==> src/rtl/hs4_pkg.sv <==
// rtl/hs4_pkg.sv - shared types and reset constants for the four-phase bundled-data receiver
// Purpose : handshake FSM state type and the reset values used by the receiver.
// Contents: hs4_state_t {IDLE, ACK_HI}, STATE_RST, ACK_RST.
package hs4_pkg;

    typedef enum logic {
        IDLE   = 1'b0,
        ACK_HI = 1'b1
    } hs4_state_t;

    localparam hs4_state_t STATE_RST = IDLE;
    localparam logic       ACK_RST   = 1'b0;

endpackage

==> src/rtl/hs4_bd_receiver_if.sv <==
// rtl/hs4_bd_receiver_if.sv - channel and stream bundle for the bundled-data receiver
// Purpose : groups the four-phase channel (req/data/ack), the output stream
//           (valid/data/ready) and the occupancy report.
// Modports: slave  - the receiver (drives ack_o, out_valid, out_data, level_o)
//           master - sender/consumer side (drives req_i, data_i, out_ready)
interface hs4_bd_receiver_if #(
    parameter int WD    = 8,
    parameter int DEPTH = 4
);
    localparam int LW = $clog2(DEPTH + 1);

    logic          req_i;
    logic [WD-1:0] data_i;
    logic          ack_o;
    logic          out_valid;
    logic [WD-1:0] out_data;
    logic          out_ready;
    logic [LW-1:0] level_o;

    modport slave (
        input  req_i,
        input  data_i,
        input  out_ready,
        output ack_o,
        output out_valid,
        output out_data,
        output level_o
    );

    modport master (
        output req_i,
        output data_i,
        output out_ready,
        input  ack_o,
        input  out_valid,
        input  out_data,
        input  level_o
    );

endinterface

==> src/rtl/hs4_sync.sv <==
// rtl/hs4_sync.sv - N-flop synchroniser with asynchronous active-low reset to 0
// Purpose : brings an asynchronous level into the clk domain.
// Ports   : clk, rst_n, d (async input), q (synchronised output, last flop)
module hs4_sync #(
    parameter int N = 2
) (
    input  logic clk,
    input  logic rst_n,
    input  logic d,
    output logic q
);

    logic [N-1:0] ff;

    always_ff @(posedge clk or negedge rst_n) begin
        if (!rst_n) begin
            ff <= '0;
        end else begin
            ff <= {ff[N-2:0], d};
        end
    end

    assign q = ff[N-1];

endmodule

==> src/rtl/hs4_bd_receiver.sv <==
// rtl/hs4_bd_receiver.sv - four-phase bundled-data receiver with output FIFO
// Purpose : synchronises req_i, captures data_i once per four-phase cycle,
//           returns ack_o and buffers words in a DEPTH-entry circular FIFO
//           drained through a valid/ready stream.
// Ports   : clk, rst_n (async, active low)
//           bus.req_i/data_i/ack_o       - four-phase bundled-data channel
//           bus.out_valid/out_data/out_ready - output stream (FIFO head)
//           bus.level_o                  - FIFO occupancy
module hs4_bd_receiver
    import hs4_pkg::*;
#(
    parameter int WD          = 8,
    parameter int DEPTH       = 4,
    parameter int SYNC_STAGES = 2
) (
    input  logic                clk,
    input  logic                rst_n,
    hs4_bd_receiver_if.slave    bus
);

    localparam int PW = $clog2(DEPTH);
    localparam int LW = $clog2(DEPTH + 1);

    logic          req_s;
    hs4_state_t    state_q, state_d;
    logic          ack_q, ack_d;
    logic          push, pop, full;

    logic [WD-1:0] mem [DEPTH];
    logic [PW-1:0] wr_ptr, rd_ptr;
    logic [LW-1:0] level;

    hs4_sync #(.N(SYNC_STAGES)) u_req_sync (
        .clk   (clk),
        .rst_n (rst_n),
        .d     (bus.req_i),
        .q     (req_s)
    );

    // Full is taken from the registered level, so a pop on the same edge
    // cannot unblock a push until the following edge.
    assign full = (level == LW'(DEPTH));
    assign pop  = (level != '0) && bus.out_ready;

    always_comb begin
        state_d = state_q;
        push    = 1'b0;
        case (state_q)
            IDLE: begin
                if (req_s && !full) begin
                    state_d = ACK_HI;
                    push    = 1'b1;
                end
            end
            ACK_HI: begin
                if (!req_s) begin
                    state_d = IDLE;
                end
            end
            default: state_d = STATE_RST;
        endcase
        ack_d = (state_d == ACK_HI);
    end

    always_ff @(posedge clk or negedge rst_n) begin
        if (!rst_n) begin
            state_q <= STATE_RST;
            ack_q   <= ACK_RST;
        end else begin
            state_q <= state_d;
            ack_q   <= ack_d;
        end
    end

    // Storage carries no reset; contents are only visible when level is non-zero.
    always_ff @(posedge clk) begin
        if (push) begin
            mem[wr_ptr] <= bus.data_i;
        end
    end

    always_ff @(posedge clk or negedge rst_n) begin
        if (!rst_n) begin
            wr_ptr <= '0;
            rd_ptr <= '0;
            level  <= '0;
        end else begin
            if (push) begin
                wr_ptr <= wr_ptr + PW'(1);
            end
            if (pop) begin
                rd_ptr <= rd_ptr + PW'(1);
            end
            case ({push, pop})
                2'b10:   level <= level + LW'(1);
                2'b01:   level <= level - LW'(1);
                default: level <= level;
            endcase
        end
    end

    assign bus.ack_o     = ack_q;
    assign bus.out_valid = (level != '0);
    assign bus.out_data  = mem[rd_ptr];
    assign bus.level_o   = level;

endmodule

==> src/flat_wrapper.sv <==
// flat-port wrapper written by rule: the top's interface ports become plain ports
module hs4_bd_receiver_flat import hs4_pkg::*;
#(
    parameter int WD          = 8,
    parameter int DEPTH       = 4,
    parameter int SYNC_STAGES = 2
)
  (clk, rst_n, bus_req_i, bus_data_i, bus_out_ready, bus_ack_o, bus_out_valid, bus_out_data, bus_level_o);
  hs4_bd_receiver_if #(.WD(WD), .DEPTH(DEPTH)) bus_i ();
  input  logic clk;
  input  logic rst_n;
  input wire logic [$bits(bus_i.req_i)-1:0] bus_req_i;
  input wire logic [$bits(bus_i.data_i)-1:0] bus_data_i;
  input wire logic [$bits(bus_i.out_ready)-1:0] bus_out_ready;
  output wire logic [$bits(bus_i.ack_o)-1:0] bus_ack_o;
  output wire logic [$bits(bus_i.out_valid)-1:0] bus_out_valid;
  output wire logic [$bits(bus_i.out_data)-1:0] bus_out_data;
  output wire logic [$bits(bus_i.level_o)-1:0] bus_level_o;
  assign bus_i.req_i = bus_req_i;
  assign bus_i.data_i = bus_data_i;
  assign bus_i.out_ready = bus_out_ready;
  assign bus_ack_o = bus_i.ack_o;
  assign bus_out_valid = bus_i.out_valid;
  assign bus_out_data = bus_i.out_data;
  assign bus_level_o = bus_i.level_o;
  hs4_bd_receiver #(.WD(WD), .DEPTH(DEPTH), .SYNC_STAGES(SYNC_STAGES)) u_core (.clk(clk), .rst_n(rst_n), .bus(bus_i));
endmodule
==> config.mk <==
export PLATFORM = sky130hd
export DESIGN_NAME = hs4_bd_receiver_flat
export DESIGN_NICKNAME = d
export VERILOG_FILES = /design/src/rtl/hs4_pkg.sv /design/src/rtl/hs4_bd_receiver_if.sv /design/src/rtl/hs4_sync.sv /design/src/rtl/hs4_bd_receiver.sv /design/src/flat_wrapper.sv
export SDC_FILE = /design/constraint.sdc
export NUM_CORES = 1
export LEC_CHECK = 0
export CAP_MARGIN = 20
export CORE_MARGIN = 4
export CORE_UTILIZATION = 35
export DETAILED_ROUTE_END_ITERATION = 7
export SLEW_MARGIN = 25
export SYNTH_ARGS = -nofsm -noshare
export SYNTH_HDL_FRONTEND = slang
export SYNTH_SLANG_ARGS = --single-unit
==> constraint.sdc <==
create_clock -name clk -period 2.5 [get_ports clk]
set_clock_uncertainty 0.05 [all_clocks]
set_input_delay 0.75 -clock clk [delete_from_list [all_inputs] [get_ports clk]]
set_output_delay 0.75 -clock clk [all_outputs]
set_load 0.03 [all_outputs]
==> metrics.md, run 1 <==
| Metric | Value |
|---|---|
| Clock transition at path regs | `0.08 ns` |
| Met3 Use GR | `4.10%` |
| Top Ports | `25` |
| Min-Delay Path Class | `flop to flop` |
| Gate Count Post-Synth | `85` |
| Number of synthesized register bits | `42` |
| Buffers plus inverters on the worst setup path | `2` |
| Max Root-Sink Buffers | `2` |
| First-pass GRT wire length | `4510 um` |
| Final Cell Area | `0.00206 sq mm` |
| Total negative slack | `0 ns` |
| CP Launch Type | `flop` |
| Critical Path RT | `1.70 ns` |
| Final ANT Viol Nets | `0` |
| Total GRT Usage | `10.2%` |
| First-pass DRT Iterations | `4` |
| CTS Hold Buffers Added | `0` |
| Net count, final | `134` |
| Routed WL | `2650 um` |
| Initial Utilization | `37.4%` |
| Drt via density | `4.71` |
| Worst-path maximum fanout | `5` |
| Critical-path top delay cell | `mux4_2` |
| Slew HR | `68.0%` |
| Residual DRC | `0` |
| TritonCTS buffer count | `5` |
| Slew @ Worst Pin | `0.479 ns` |
| Sequential share of the synthesized area | `72.5%` |
| Critical Path Sink Type | `primary output` |
| Top FF cell, synth | `edfxtp_1` |
| TritonCTS clock tree | `done` |
| Largest net degree at the start of global routing | `14` |
| Crit-path cells | `buf_4 > mux4_2 > clkdlybuf4s15_2` |
| Placement row count | `24` |
| Die height | `77.1 um` |
| Tcrit/Tclk final | `96.4%` |
| Max Clk Rate | `415 MHz` |
| Status | `finished clean` |
| # diodes | `0` |
| Initial antenna violation count | `0` |
| Port-buffer cells | `24` |
| Max Slew Vio Count | `0` |
| Worst-Skew Late Latency | `0.29 ns` |
| Endpoints failing hold | `0` |
| Grt met1 use | `12.0%` |
| Number of max-cap violations | `0` |
| Cell with the most instances after synthesis | `edfxtp_1` |
| Final min period | `2.41 ns` |
| Worst setup margin | `0.0907 ns` |
| Vias in the first global route | `930` |
| Post-synth EDFFs | `32` |
| CP Class | `flop to primary output` |
| Leakage | `0.759 nW` |
| Via Count | `796` |
| Total placed instance area | `0.00198 sq mm` |
| Area grow syn2layout | `23.1%` |
| Area leader, netlist | `edfxtp_1` |
| Largest stage delay on the critical path | `0.51 ns` |
| Syn avg cell area | `19.7 sq um` |
| CTS root buffer | `clkbuf_8` |
| GRT overflow | `0` |
| Fraction of layout cells with a size suffix above 1 | `30.8%` |
| Clock sinks | `42` |
| Placer congestion estimate | `0.681` |
| Drt initial violations | `53` |
| Chip Width | `77.1 um` |
| Synth area leaders | `edfxtp_1, dfrtp_1, mux4_2` |
| WL/cell | `15.7 um` |
| Gr busiest metal | `met2` |
| Synthesized area | `0.00167 sq mm` |
| DIE AREA | `0.00595 sq mm` |
| Met2 usage | `16.9%` |
| Pwr dens | `1170 mW/mm^2` |
| Core ar. | `0.00447 sq mm` |
| RSZ-0062 raised after global routing | `no` |
| VDD IR max | `0.437 mV` |
| Yosys top cell area share | `57.5%` |
| Yosys cell types | `22` |
| Top delay family on crit path | `multiplexers` |
| Number of synthesis warnings | `0` |
| Crit path DAT | `1.61 ns` |
| Place WS | `-0.0441 ns` |
| Final setup vio count | `0` |
| Async S/R FF share, synth | `23.8%` |
| Syn_nets | `103` |
| H-tree depth | `2` |
| Commonest cells in the netlist | `edfxtp_1, dfrtp_1, mux4_2` |
==> what timing repair did <==
item,CTS,global route
resized for setup,12,16
setup buffers,0,0
setup endpoints to repair,9,8
pin swaps,0,1
endpoints found under the hold margin,0,0
==> metrics by stage <==
stage / hold slack [ns] / power [mW] / utilization (%) / cells
finish: 0.305 / 2.40 / 46.0 / 169
floorplan: 0.281 / 1.64 / - / 85
CTS: 0.309 / 2.46 / 46.5 / 169
detailed placement: 0.291 / 2.01 / 44.2 / 161
global placement: 0.286 / 1.97 / 44.2 / 161
global route: 0.321 / 2.56 / 46.0 / 169
==> metal layers <==
metal  part of all wire, %  vias to the layer above
met2                    49                       19
met5                     0                        -
met4                   1.6                        0
met1                    44                      395
met3                   5.1                        6
li1                      -                      376
==> final cells by class <==
type	instances	area, sq um
sequential	42	1210
clock inverter	3	40.0
clock buffer	5	68.8
multi-input combinational	34	419
timing repair buffer	27	228
tap	52	65.1
inverter	6	22.5
fill	396	2420
==> cells by family after synthesis <==
logic type               after synthesis  share of synthesized area, %
buffers and inverters                  9                          2.54
flip-flops                            42                          72.5
XOR/XNOR                               6                          3.14
AO/OA/AOI/OAI                          3                          1.35
AND/OR/NAND/NOR                       10                          3.89
adder cells (fa/ha/maj)                6                          4.94
multiplexers                           9                          11.7
==> flip-flops by register name, indices dropped and copies added (netlist names) <==
signal / count
u_core.rd_ptr: 2
u_core.u_req_sync.ff: 2
u_core.mem: 32
u_core.wr_ptr: 2
u_core.state_q: 1
u_core.bus.level_o: 3
==> cells in the final DEF (no fill, tap or decap) <==
cell type,count
and2_1,1
and2_2,3
and3b_2,1
buf_4,3
bufinv_16,1
clkbuf_2,7
clkbuf_8,5
clkdlybuf4s15_2,1
clkdlybuf4s50_1,15
clkinv_2,2
dfrtp_1,8
dfrtp_2,2
dlygate4sd2_1,1
edfxtp_1,32
fa_1,1
ha_1,5
inv_1,6
mux2_4,1
mux4_2,8
nand2_1,2
nor2_1,1
o21a_1,1
o21ai_0,1
o31a_2,1
or3_2,1
or3b_1,1
xnor2_1,3
xor2_1,3
==> worst paths after layout <==
kind | start | end | slack, ns | cells after the start
min in group asynchronous | rst_n | u_core.wr_ptr[0]$_DFFE_PN0P_ | 0.73 | 1
hold reg to reg | u_core.u_req_sync.ff[0]$_DFF_PN0_ | u_core.u_req_sync.ff[1]$_DFF_PN0_ | 0.30 | 0
setup reg to reg | u_core.bus.level_o[0]$_DFFE_PN0P_ | u_core.bus.level_o[2]$_DFFE_PN0P_ | 0.19 | 9
max in group asynchronous | rst_n | u_core.bus.level_o[1]$_DFFE_PN0P_ | 1.32 | 1
hold / removal | u_core.u_req_sync.ff[0]$_DFF_PN0_ | u_core.u_req_sync.ff[1]$_DFF_PN0_ | 0.30 | 0
setup / recovery | u_core.rd_ptr[0]$_DFFE_PN0P_ | bus_out_data[4] | 0.09 | 3
==> power by group <==
group | total [mW] | switching, mW | leakage (nW) | internal (mW)
clock network | 0.511 | 0.217 | 0.0579 | 0.294
logic | 0.899 | 0.497 | 0.296 | 0.402
registers | 0.995 | 0.103 | 0.406 | 0.892
(Power assumes the default switching activity.)
==> inputs of run 2 (changes only) <==
--- a/config.mk
+++ b/config.mk
@@ -5,10 +5,14 @@
 export SDC_FILE = /design/constraint.sdc
 export NUM_CORES = 1
 export LEC_CHECK = 0
+export ABC_AREA = 1
 export CAP_MARGIN = 20
+export CELL_PAD_IN_SITES_DETAIL_PLACEMENT = 1
+export CELL_PAD_IN_SITES_GLOBAL_PLACEMENT = 1
 export CORE_MARGIN = 4
 export CORE_UTILIZATION = 35
 export DETAILED_ROUTE_END_ITERATION = 7
+export PLACE_DENSITY_LB_ADDON = 0.1
 export SLEW_MARGIN = 25
 export SYNTH_ARGS = -nofsm -noshare
 export SYNTH_HDL_FRONTEND = slang
==> run 2 against run 1 <==
Setup slack improved by 0.028 ns. Power up 9.5%. Wire length grew 41%. Core utilization decreased by 0.076 points. Non-clock buffer count increased by 3. Via count increased by 53%. Clock power fell by 15%. Synthesized cell count grew 87%. Largest cell class unchanged.
==> metrics.md, run 2 <==
| Metric | Value |
|---|---|
| Status | `finished clean` |
| Clock sinks | `42 (unchanged)` |
| Max Root-Sink Buffers | `2 (unchanged)` |
| Number of synthesized register bits | `42 (unchanged)` |
| TritonCTS clock tree | `done` |
| Top FF cell, synth | `edfxtp_1` |
| Initial antenna violation count | `0 (unchanged)` |
| Post-CTS Setup Inserts | `0 (unchanged)` |
| Largest Register | `u_core.mem` |
| Final min period | `2.38 ns (-0.0281 ns)` |
| Critical Path RT | `1.70 ns (about the same)` |
| WL/cell | `14.3 um (-8.5%)` |
| FF/Latch Area | `0.00121 sq mm (-0.21%)` |
| Commonest non-fill, non-tap cells in the layout | `nand2_1, edfxtp_1, inv_1, o211ai_1, clkdlybuf4s50_1` |
| Top Ports | `25 (unchanged)` |
| Leakage | `0.966 nW (+27%)` |
| Initial Utilization | `37.3% (-0.078 points)` |
| Post-Place Cells | `252 (+57%)` |
| Syn_nets | `177 (+72%)` |
| First-pass GRT wire length | `6190 um (+37%)` |
| Critical Path Sink Type | `primary output` |
| Fraction of layout cells with a size suffix above 1 | `9.33% (-21 points)` |
| Yosys cell types | `18 (-18%)` |
| CP Class | `flop to primary output` |
| Cell with the most instances after synthesis | `nand2_1` |
| Reg2reg end | `u_core.bus.level_o[2]$_DFFE_PN0P_` |
| Syn avg cell area | `11.4 sq um (-42%)` |
| Max Slew Vio Count | `0 (unchanged)` |
| Finished Core Util | `45.9% (-0.076 points)` |
| Clock transition at path regs | `0.08 ns (about the same)` |
| Place WS | `-0.0338 ns (+0.0103 ns)` |
| Synthesized area | `0.00182 sq mm (+8.8%)` |
| Crit path to | `bus_out_data[4]` |
| Routed WL | `3720 um (+41%)` |
| First-pass DRT Iterations | `4 (unchanged)` |
| CTS Hold Buffers Added | `0 (unchanged)` |
| Gate Count Post-Synth | `159 (+87%)` |
| Fill cell count | `565 (+43%)` |
| DIE AREA | `0.00642 sq mm (+7.9%)` |
| Number of max-cap violations | `0 (unchanged)` |
| R2r setup slk | `0.51 ns (+0.32 ns)` |
| Total placed instance area | `0.00216 sq mm (+9.0%)` |
| Worst-path maximum fanout | `33 (+28)` |
| Port-buffer cells | `24 (unchanged)` |
| Area grow syn2layout | `23.1% (about the same)` |
| Drt via density | `4.67 (-0.87%)` |
| Commonest cells in the netlist | `nand2_1, edfxtp_1, inv_1` |
| Via Count | `1214 (+53%)` |
| Placer congestion estimate | `0.719 (+5.6%)` |
| # diodes | `0 (unchanged)` |
| Non-filler cells, final | `260 (+54%)` |
| VDD IR max | `0.445 mV (+1.8%)` |
| Residual DRC | `0 (unchanged)` |
| RSZ-0062 raised after global routing | `no` |
| Pwr dens | `1180 mW/mm^2 (+0.57%)` |
| Sequential share of the synthesized area | `66.6% (-5.9 points)` |
| Post-synth EDFFs | `32 (unchanged)` |
| Final setup vio count | `0 (unchanged)` |
| CTS root buffer | `clkbuf_8` |
| Endpoints failing hold | `0 (unchanged)` |
| GRT overflow | `0 (unchanged)` |
| CP Launch Type | `flop` |
| Async S/R FF share, synth | `23.8% (unchanged)` |
| Final ANT Viol Nets | `0 (unchanged)` |
| Slew @ Worst Pin | `0.466 ns (-0.0132 ns)` |
| Total negative slack | `0 ns (unchanged)` |
| Vias in the first global route | `1326 (+43%)` |
| Tcrit/Tclk final | `95.2% (-1.1 points)` |
| Reg-to-reg critical path startpoint | `u_core.bus.level_o[0]$_DFFE_PN0P_` |
| Final Power | `2.63 mW (+9.5%)` |
| Worst setup margin | `0.119 ns (+0.0281 ns)` |
| Min-Delay Path Class | `flop to flop` |
| Number of synthesis warnings | `0 (unchanged)` |
| Chip Width | `80.1 um (+3.9%)` |
| Worst R2R Path Depth | `10 (+1)` |
| Largest net degree at the start of global routing | `34 (+20)` |
| Worst setup path startpoint | `u_core.rd_ptr[0]$_DFFE_PN0P_` |
| Hold WS | `0.304 ns (-0.000872 ns)` |
| Drt initial violations | `29 (-45%)` |
| Worst-Skew Late Latency | `0.29 ns (about the same)` |
| Slew HR | `68.9% (+0.88 points)` |
| Placement row count | `25 (+4.2%)` |
| Core ar. | `0.00488 sq mm (+9.1%)` |
| Die height | `80.1 um (+3.9%)` |
| Hpwl dp | `2700 um` |
| Net count, final | `210 (+57%)` |
| Final Cell Area | `0.00224 sq mm (+8.9%)` |
| H-tree depth | `2 (unchanged)` |
| Most common cell after layout, fill and taps aside | `nand2_1` |
| Area leader, netlist | `edfxtp_1` |
| Synth area leaders | `edfxtp_1, dfrtp_1, nand2_1` |
| Number of flip-flops in the largest register | `32 (unchanged)` |
| Yosys top cell area share | `52.8% (-4.7 points)` |
| Area of the multi-input gates | `444 sq um (+6.0%)` |
| TritonCTS buffer count | `5 (unchanged)` |
| Total GRT Usage | `13.2% (+3.0 points)` |
| Crit path DAT | `1.58 ns (-0.03 ns)` |
| Max Clk Rate | `420 MHz (+1.2%)` |
run 2: cell types whose count changed after synthesis, sizes merged, moves of 2 or more:
| cell | delta |
|---|---|
| xor2 | -3 |
| mux4 | -8 |
| o211ai | +16 |
| nand2 | +42 |
| inv | +25 |
| xnor2 | -2 |
| nand3 | +7 |
| nor2 | +4 |
| and2 | -4 |
run 2: worst min-delay path by stage:
stage,start,depth (start not counted),to
finish,u_core.u_req_sync.ff[0]$_DFF_PN0_,0,u_core.u_req_sync.ff[1]$_DFF_PN0_
global route,u_core.u_req_sync.ff[0]$_DFF_PN0_,0,u_core.u_req_sync.ff[1]$_DFF_PN0_
CTS,u_core.u_req_sync.ff[0]$_DFF_PN0_,0,u_core.u_req_sync.ff[1]$_DFF_PN0_
detailed placement,u_core.u_req_sync.ff[0]$_DFF_PN0_,0,u_core.u_req_sync.ff[1]$_DFF_PN0_
global placement,u_core.u_req_sync.ff[0]$_DFF_PN0_,0,u_core.u_req_sync.ff[1]$_DFF_PN0_
floorplan,u_core.u_req_sync.ff[0]$_DFF_PN0_,0,u_core.u_req_sync.ff[1]$_DFF_PN0_
run 2: final cells by class:
type | instances | share of cell area [%]
clock buffer | 5 | 3.07
inverter | 32 | 5.53
timing repair buffer | 30 | 12.8
multi-input combinational | 81 | 19.8
sequential | 42 | 54.1
tap | 67 | 3.74
clock inverter | 3 | 0.950
run 2: metal layers:
layer / vias to the layer above / part of all wire, % / global-route usage (%)
li1: 586 / - / -
met1: 601 / 42 / 14.7
met2: 21 / 53 / 23.4
met3: 6 / 4.1 / 4.37
met4: 0 / 1.1 / 4.56
met5: - / 0 / 0
run 2: where the power goes:
part | switching [mW] | total (mW) | internal, mW
clock network | 0.236 | 0.432 | 0.196
logic | 0.796 | 1.22 | 0.426
registers | 0.0777 | 0.979 | 0.901
total | 1.11 | 2.63 | 1.52
run 2: critical path: stages (launching register included):
cell,delay (ns)
dfrtp_1,0.41
inv_2,0.10
buf_12,0.18
nand2_1,0.07
o211ai_1,0.08
nand2_1,0.08
dlygate4sd2_1,0.36
run 2: cell families after synthesis:
| kind of cell | count (synthesis) | share of synthesized area, % |
|---|---|---|
| flip-flops | 42 | 66.6 |
| AO/OA/AOI/OAI | 17 | 6.88 |
| adder cells (fa/ha/maj) | 6 | 4.54 |
| AND/OR/NAND/NOR | 57 | 12.5 |
| buffers and inverters | 36 | 9.01 |
| XOR/XNOR | 1 | 0.482 |
run 2: repair_timing:
item | 4_1_cts | 5_1_grt
gates resized for setup | 8 | 4
gates cloned | 0 | 0
endpoints found under the setup margin | 8 | 8
==> inputs of run 3 (changes only) <==
--- a/config.mk
+++ b/config.mk
@@ -6,11 +6,12 @@
 export NUM_CORES = 1
 export LEC_CHECK = 0
 export ABC_AREA = 1
+export ABC_CLOCK_PERIOD_IN_PS = 2500
 export CAP_MARGIN = 20
 export CELL_PAD_IN_SITES_DETAIL_PLACEMENT = 1
 export CELL_PAD_IN_SITES_GLOBAL_PLACEMENT = 1
 export CORE_MARGIN = 4
-export CORE_UTILIZATION = 35
+export CORE_UTILIZATION = 42
 export DETAILED_ROUTE_END_ITERATION = 7
 export PLACE_DENSITY_LB_ADDON = 0.1
 export SLEW_MARGIN = 25
==> run 3 against run 2 <==
Core utilization grew 8.8 points. Wire length down 5.7%. Cell count down 6.5%. First-iteration DRC count increased to 2.7 times the previous value. Worst hold slack improved by 0.0092 ns. Critical path type unchanged. Largest power group unchanged.
==> metrics.md, run 3 (synthesis results as in run 2) <==
| Metric | Value |
|---|---|
| H-tree depth | `2 (unchanged)` |
| First-pass GRT wire length | `6000 um (-3.0%)` |
| Commonest non-fill, non-tap cells in the layout | `nand2_1, edfxtp_1, inv_1, o211ai_1, clkdlybuf4s50_1` |
| Non-filler cells, final | `243 (-6.5%)` |
| Residual DRC | `0 (unchanged)` |
| CTS root buffer | `clkbuf_8` |
| VDD IR max | `0.516 mV (+16%)` |
| Largest net degree at the start of global routing | `33 (-2.9%)` |
| Most common cell after layout, fill and taps aside | `nand2_1` |
| Drt via density | `4.94 (+5.9%)` |
| Number of flip-flops in the largest register | `32 (unchanged)` |
| WL/cell | `14.4 um (+0.85%)` |
| Slew @ Worst Pin | `0.461 ns (-0.00488 ns)` |
| CP dominant cell by count | `nand2_1` |
| Endpoints failing hold | `0 (unchanged)` |
| RSZ-0062 raised after global routing | `no` |
| Top Ports | `25 (unchanged)` |
| Largest stage delay on the critical path | `0.41 ns (about the same)` |
| Worst-path maximum fanout | `32 (-3.0%)` |
| Via Count | `1201 (-1.1%)` |
| Core ar. | `0.00409 sq mm (-16%)` |
| Leakage | `0.979 nW (+1.3%)` |
| Slew HR | `69.2% (+0.33 points)` |
| Placer congestion estimate | `0.707 (-1.7%)` |
| Total placed instance area | `0.00214 sq mm (-0.99%)` |
| Max Slew Vio Count | `0 (unchanged)` |
| Fraction of layout cells with a size suffix above 1 | `9.84% (+0.52 points)` |
| Drt initial violations | `78 (+170%)` |
| Initial Utilization | `44.5% (+7.2 points)` |
| Routed WL | `3510 um (-5.7%)` |
| Place WS | `-0.0314 ns (+0.00245 ns)` |
| Min-Delay Path Class | `flop to flop` |
| First-pass DRT Iterations | `4 (unchanged)` |
| Critical-path top delay cell | `dfrtp_1` |
| # diodes | `0 (unchanged)` |
| Clock transition at path regs | `0.07 ns (about the same)` |
| Crit path DAT | `1.58 ns (about the same)` |
| Initial antenna violation count | `0 (unchanged)` |
| Largest Register | `u_core.mem` |
| Clock sinks | `42 (unchanged)` |
| GRT overflow | `0 (unchanged)` |
| Worst setup margin | `0.124 ns (+0.00562 ns)` |
| TritonCTS clock tree | `done` |
| Post-CTS Setup Inserts | `0 (unchanged)` |
| CP Launch Type | `flop` |
| DIE AREA | `0.00545 sq mm (-15%)` |
| Number of max-cap violations | `0 (unchanged)` |
| Crit-path cells | `inv_2 > buf_12 > nand2_1 > o211ai_1 > nand2_1 > dlygate4sd2_1` |
| Final Cell Area | `0.00223 sq mm (-0.28%)` |
| Total GRT Usage | `15.0% (+1.8 points)` |
| Tcrit/Tclk final | `95.0% (-0.22 points)` |
| Status | `finished clean` |
| Post-Place Cells | `235 (-6.7%)` |
| Final min period | `2.38 ns (-0.00562 ns)` |
| Final ANT Viol Nets | `0 (unchanged)` |
| Vias in the first global route | `1269 (-4.3%)` |
| CP Class | `flop to primary output` |
| CTS Hold Buffers Added | `0 (unchanged)` |
| Placement row count | `23 (-8.0%)` |
| R2r setup slk | `0.49 ns (-0.02 ns)` |
| TritonCTS buffer count | `5 (unchanged)` |
| Worst-Skew Late Latency | `0.28 ns (about the same)` |
| Pwr dens | `1210 mW/mm^2 (+3.3%)` |
| Buffers plus inverters on the worst setup path | `3 (unchanged)` |
| Critical Path RT | `1.70 ns (about the same)` |
| Top delay family on crit path | `buffers and inverters` |
| Area grow syn2layout | `22.8%` |
| Max Clk Rate | `421 MHz (+0.24%)` |
| Net count, final | `210 (unchanged)` |
| Port-buffer cells | `24 (unchanged)` |
| Hpwl dp | `2530 um (-6.6%)` |
| Total negative slack | `0 ns (unchanged)` |
| Final setup vio count | `0 (unchanged)` |
| Critical Path Sink Type | `primary output` |
| Die height | `73.8 um (-7.8%)` |
| Chip Width | `73.8 um (-7.8%)` |
| Max Root-Sink Buffers | `2 (unchanged)` |
## run 3: cell types whose count changed in the layout (fill, tap and decap cells not counted), sizes merged
| cell | before | now |
|---|---|---|
| dlygate4sd2 | 7 | 6 |
| clkinvlp | 2 | 1 |
| clkbuf | 6 | 7 |
| bufinv | 0 | 1 |
## run 3: path summary, 6_finish.rpt
kind | cells past startpoint | end | startpoint
setup / recovery | 6 | bus_out_data[4] | u_core.rd_ptr[0]$_DFFE_PN0P_
hold / removal | 0 | u_core.u_req_sync.ff[1]$_DFF_PN0_ | u_core.u_req_sync.ff[0]$_DFF_PN0_
setup reg to reg | 10 | u_core.bus.level_o[2]$_DFFE_PN0P_ | u_core.bus.level_o[1]$_DFFE_PN0P_
hold reg to reg | 0 | u_core.u_req_sync.ff[1]$_DFF_PN0_ | u_core.u_req_sync.ff[0]$_DFF_PN0_
max in group asynchronous | 1 | u_core.wr_ptr[0]$_DFFE_PN0P_ | rst_n
min in group asynchronous | 1 | u_core.rd_ptr[0]$_DFFE_PN0P_ | rst_n
## run 3: stage by stage
step	util [%]	hold WS (ns)	total power, mW
6_report	54.7	0.313	2.71
5_1_grt	54.7	0.314	2.93
4_1_cts	54.7	0.308	2.76
3_5_place_dp	52.3	0.291	2.31
3_3_place_gp	52.3	0.283	2.24
2_1_floorplan	-	0.281	1.83
## run 3: worst register-to-register path: cells and delay by family, from the launching register on
kind,cells,cell delay [ns]
DFF,1,0.40
and+or+nand+nor,6,0.67
adders and majority gates,2,0.58
buffers and inverters,2,0.20
## run 3: cell type report
class | instances | area (sq um)
tap | 50 | 62.6
inverter | 32 | 124
multi-input combinational | 81 | 444
fill | 444 | 1850
clock inverter | 3 | 40.0
sequential | 42 | 1210
timing repair buffer | 30 | 283
clock buffer | 5 | 68.8
## run 3: repair_timing
item | 4_1_cts | 5_1_grt
resized for setup | 8 | 6
endpoints found under the setup margin | 8 | 5
endpoints found under the hold margin | 0 | 0
cloned | 0 | 0
## run 3: layer usage
layer	track usage (%)	wire length [um]
met2	25.6	1830
met4	4.83	50
met3	3.97	115
met5	0	0
met1	18.3	1510
## run 3: where the power goes
group | switching [mW] | internal (mW) | total, mW
clock network | 0.221 | 0.294 | 0.515
logic | 0.795 | 0.425 | 1.22
registers | 0.0774 | 0.901 | 0.979
total | 1.09 | 1.62 | 2.71
==> RTL edit (flow settings as in run 2) <==
`SYNC_STAGES` is set to 2 in 2 places; all go to 4.
--- a/src/rtl/hs4_bd_receiver.sv
+++ b/src/rtl/hs4_bd_receiver.sv
@@ -11,7 +11,7 @@
 #(
     parameter int WD          = 8,
     parameter int DEPTH       = 4,
-    parameter int SYNC_STAGES = 2
+    parameter int SYNC_STAGES = 4
 ) (
     input  logic                clk,
     input  logic                rst_n,
--- a/src/flat_wrapper.sv
+++ b/src/flat_wrapper.sv
@@ -3,7 +3,7 @@
 #(
     parameter int WD          = 8,
     parameter int DEPTH       = 4,
-    parameter int SYNC_STAGES = 2
+    parameter int SYNC_STAGES = 4
 )
   (clk, rst_n, bus_req_i, bus_data_i, bus_out_ready, bus_ack_o, bus_out_valid, bus_out_data, bus_level_o);
   hs4_bd_receiver_if #(.WD(WD), .DEPTH(DEPTH)) bus_i ();
Check against the original RTL: not equivalent (a bounded check fails within 4 cycles, from zero or initial values and one cycle with rst_n low).
==> RTL edit against run 2 <==
Worst setup slack improved by 0.031 ns; wire length decreased by 4.3%; register-to-register slack got worse by 0.02 ns; critical path type unchanged; synthesized area increased by 2.8%; largest cell class unchanged; power increased by 1.9%; critical endpoint is now bus_out_data[7]; sequential cell count increased by 2; non-clock buffer count increased by 2; final area increased by 3.1%; synthesized cell count increased by 1.3%; global-route usage decreased by 0.40 points; clock power increased by 2%; die area increased by 2.5%.
==> RTL edit: results (changes against run 2) <==
| Metric | Value |
|---|---|
| Iteration-0 DRC Markers | `27 (-6.9%)` |
| Number of diodes | `0 (unchanged)` |
| Share of the yosys chip area belonging to registers | `0.675 (+0.00895)` |
| Nets | `214 (+1.9%)` |
| Gr usage total | `0.128 (-0.00401)` |
| Data arrival, critical path | `1.55 ns (-0.03 ns)` |
| Hpwl dp | `2600 um (-3.8%)` |
| Worst Hold Class | `flip-flop to flip-flop` |
| Fraction of layout cells with a size suffix above 1 | `0.0863 (-0.00697)` |
| Drt pass-1 iters | `4 (unchanged)` |
| Total CTS buffers | `5 (unchanged)` |
| Post-synthesis async set-or-reset flop share | `0.273 (+0.0346)` |
| Largest reg by FF count | `u_core.mem` |
| Wirelength per Cell | `13.3 um (-6.8%)` |
| Critical path's top delay family | `buffers and inverters` |
| H-tree levels | `2 (unchanged)` |
| Slew Limit Headroom | `0.610 (-0.0784)` |
| Netlist cell types | `18 (unchanged)` |
| Drt via density | `4.46 (-4.4%)` |
| Initial antenna violation count | `0 (unchanged)` |
| Status | `finished, final reports clean` |
| Clock latency on the worst-skew pair | `0.29 ns (about the same)` |
| Leak Pwr | `1.01 nW (+4.0%)` |
| Dpl cells | `259 (+2.8%)` |
| Prevailing post-synth register cell | `edfxtp_1` |
| Post-route minimum period | `2.35 ns (-0.0308 ns)` |
| Post-Syn Nets | `179 (+1.1%)` |
| Top cells by area, synth | `edfxtp_1 51%, dfrtp_1 16%, nand2_1 8.6%` |
| Largest register FFs | `32 (unchanged)` |
| First-pass GRT wire length | `6090 um (-1.7%)` |
| Top post-synthesis cells by count | `43 x nand2_1, 32 x edfxtp_1, 30 x inv_1` |
| Gpl congestion | `0.750 (+4.4%)` |
| Crit-path max FO | `34 (+3.0%)` |
| Finished Layout Cells | `267 (+2.7%)` |
| Largest net degree at the start of global routing | `35 (+2.9%)` |
| Filler cells | `601 (+6.4%)` |
| Setup WS pre-CTS | `-0.0475 ns (-0.0137 ns)` |
| VDD IR max | `609 uV (+37%)` |
| CP peak stage delay | `0.41 ns (about the same)` |
| Setup Buffers After CTS | `0 (unchanged)` |
| Cells after synthesis | `161 (+1.3%)` |
| EDFF count, synth | `32 (unchanged)` |
| Port bufs | `24 (unchanged)` |
| Critical path's slowest cell | `dfrtp_1` |
| Vias in the first global route | `1248 (-5.9%)` |
| Ys Warns | `0 (unchanged)` |
| Reg2Reg Setup Slack | `0.49 ns (-0.02 ns)` |
| Root buf cell | `clkbuf_8` |
| Clock Path Buffers | `2 (unchanged)` |
| Clock slew at reported path FFs | `about 0.07 ns` |
[RTL edit: final cells by class]
class	count	area [sq um]	area share
flip-flops and latches	44	1260	0.546
repair buffers	32	305	0.132
inverters	32	121	0.0525
clock buffers	8	90.1	0.0390
well taps	70	87.6	0.0379
multi-input cells	81	444	0.192
[RTL edit: metrics by stage]
stage,hold slack [ns],cell area [sq um],utilization,total power [W]
6_report,0.302,2310,0.449,0.00268
5_1_grt,0.312,2310,0.449,0.00291
4_1_cts,0.306,2310,0.449,0.00274
3_5_place_dp,0.287,2230,0.433,0.00236
3_3_place_gp,0.283,2230,0.433,0.00231
2_1_floorplan,0.281,1870,-,0.00186
[RTL edit: cells by family after synthesis]
group | count (synthesis) | synth area share
simple gates | 57 | 0.122
fa+ha+maj | 6 | 0.0442
compound gates | 17 | 0.0669
flops | 44 | 0.675
xor+xnor | 1 | 0.00469
buf+inv | 36 | 0.0877
[RTL edit: power by group]
group / total, W / switching [W] / internal, W
clock: 0.000442 / 0.000216 / 0.000225
combinational: 0.00123 / 0.000789 / 0.000438
sequential: 0.00101 / 0.0000781 / 0.000936
[RTL edit: final timing paths]
| path | cells after the start | end | startpoint |
|---|---|---|---|
| max | 6 | bus_out_data[7] | u_core.rd_ptr[0]$_DFFE_PN0P_ |
| min | 0 | u_core.u_req_sync.ff[2]$_DFF_PN0_ | u_core.u_req_sync.ff[1]$_DFF_PN0_ |
| max reg2reg | 10 | u_core.bus.level_o[2]$_DFFE_PN0P_ | u_core.bus.level_o[0]$_DFFE_PN0P_ |
| min reg2reg | 0 | u_core.u_req_sync.ff[2]$_DFF_PN0_ | u_core.u_req_sync.ff[1]$_DFF_PN0_ |
| max in group asynchronous | 1 | u_core.rd_ptr[1]$_DFFE_PN0P_ | rst_n |
| min in group asynchronous | 1 | u_core.rd_ptr[0]$_DFFE_PN0P_ | rst_n |
[RTL edit: what timing repair did]
action                                  in CTS  in global routing
endpoints found under the setup margin       8                  1
hold buffers                                 0                  0
gates resized for setup                      9                  1
[RTL edit: layer usage]
metal,GRT usage,share of wire,vias to the layer above
li1,-,-,599
met1,0.144,0.42,568
met2,0.229,0.52,20
met3,0.0377,0.045,5
met4,0.0456,0.016,0
met5,0,0,-
[RTL edit: worst reg2reg max path, delay by kind of cell (launching register included)]
family | cells | cell delay (ns)
adder cells (fa/ha/maj) | 2 | 0.60
buffers and inverters | 2 | 0.20
flip-flops | 1 | 0.42
AND/OR/NAND/NOR | 6 | 0.64
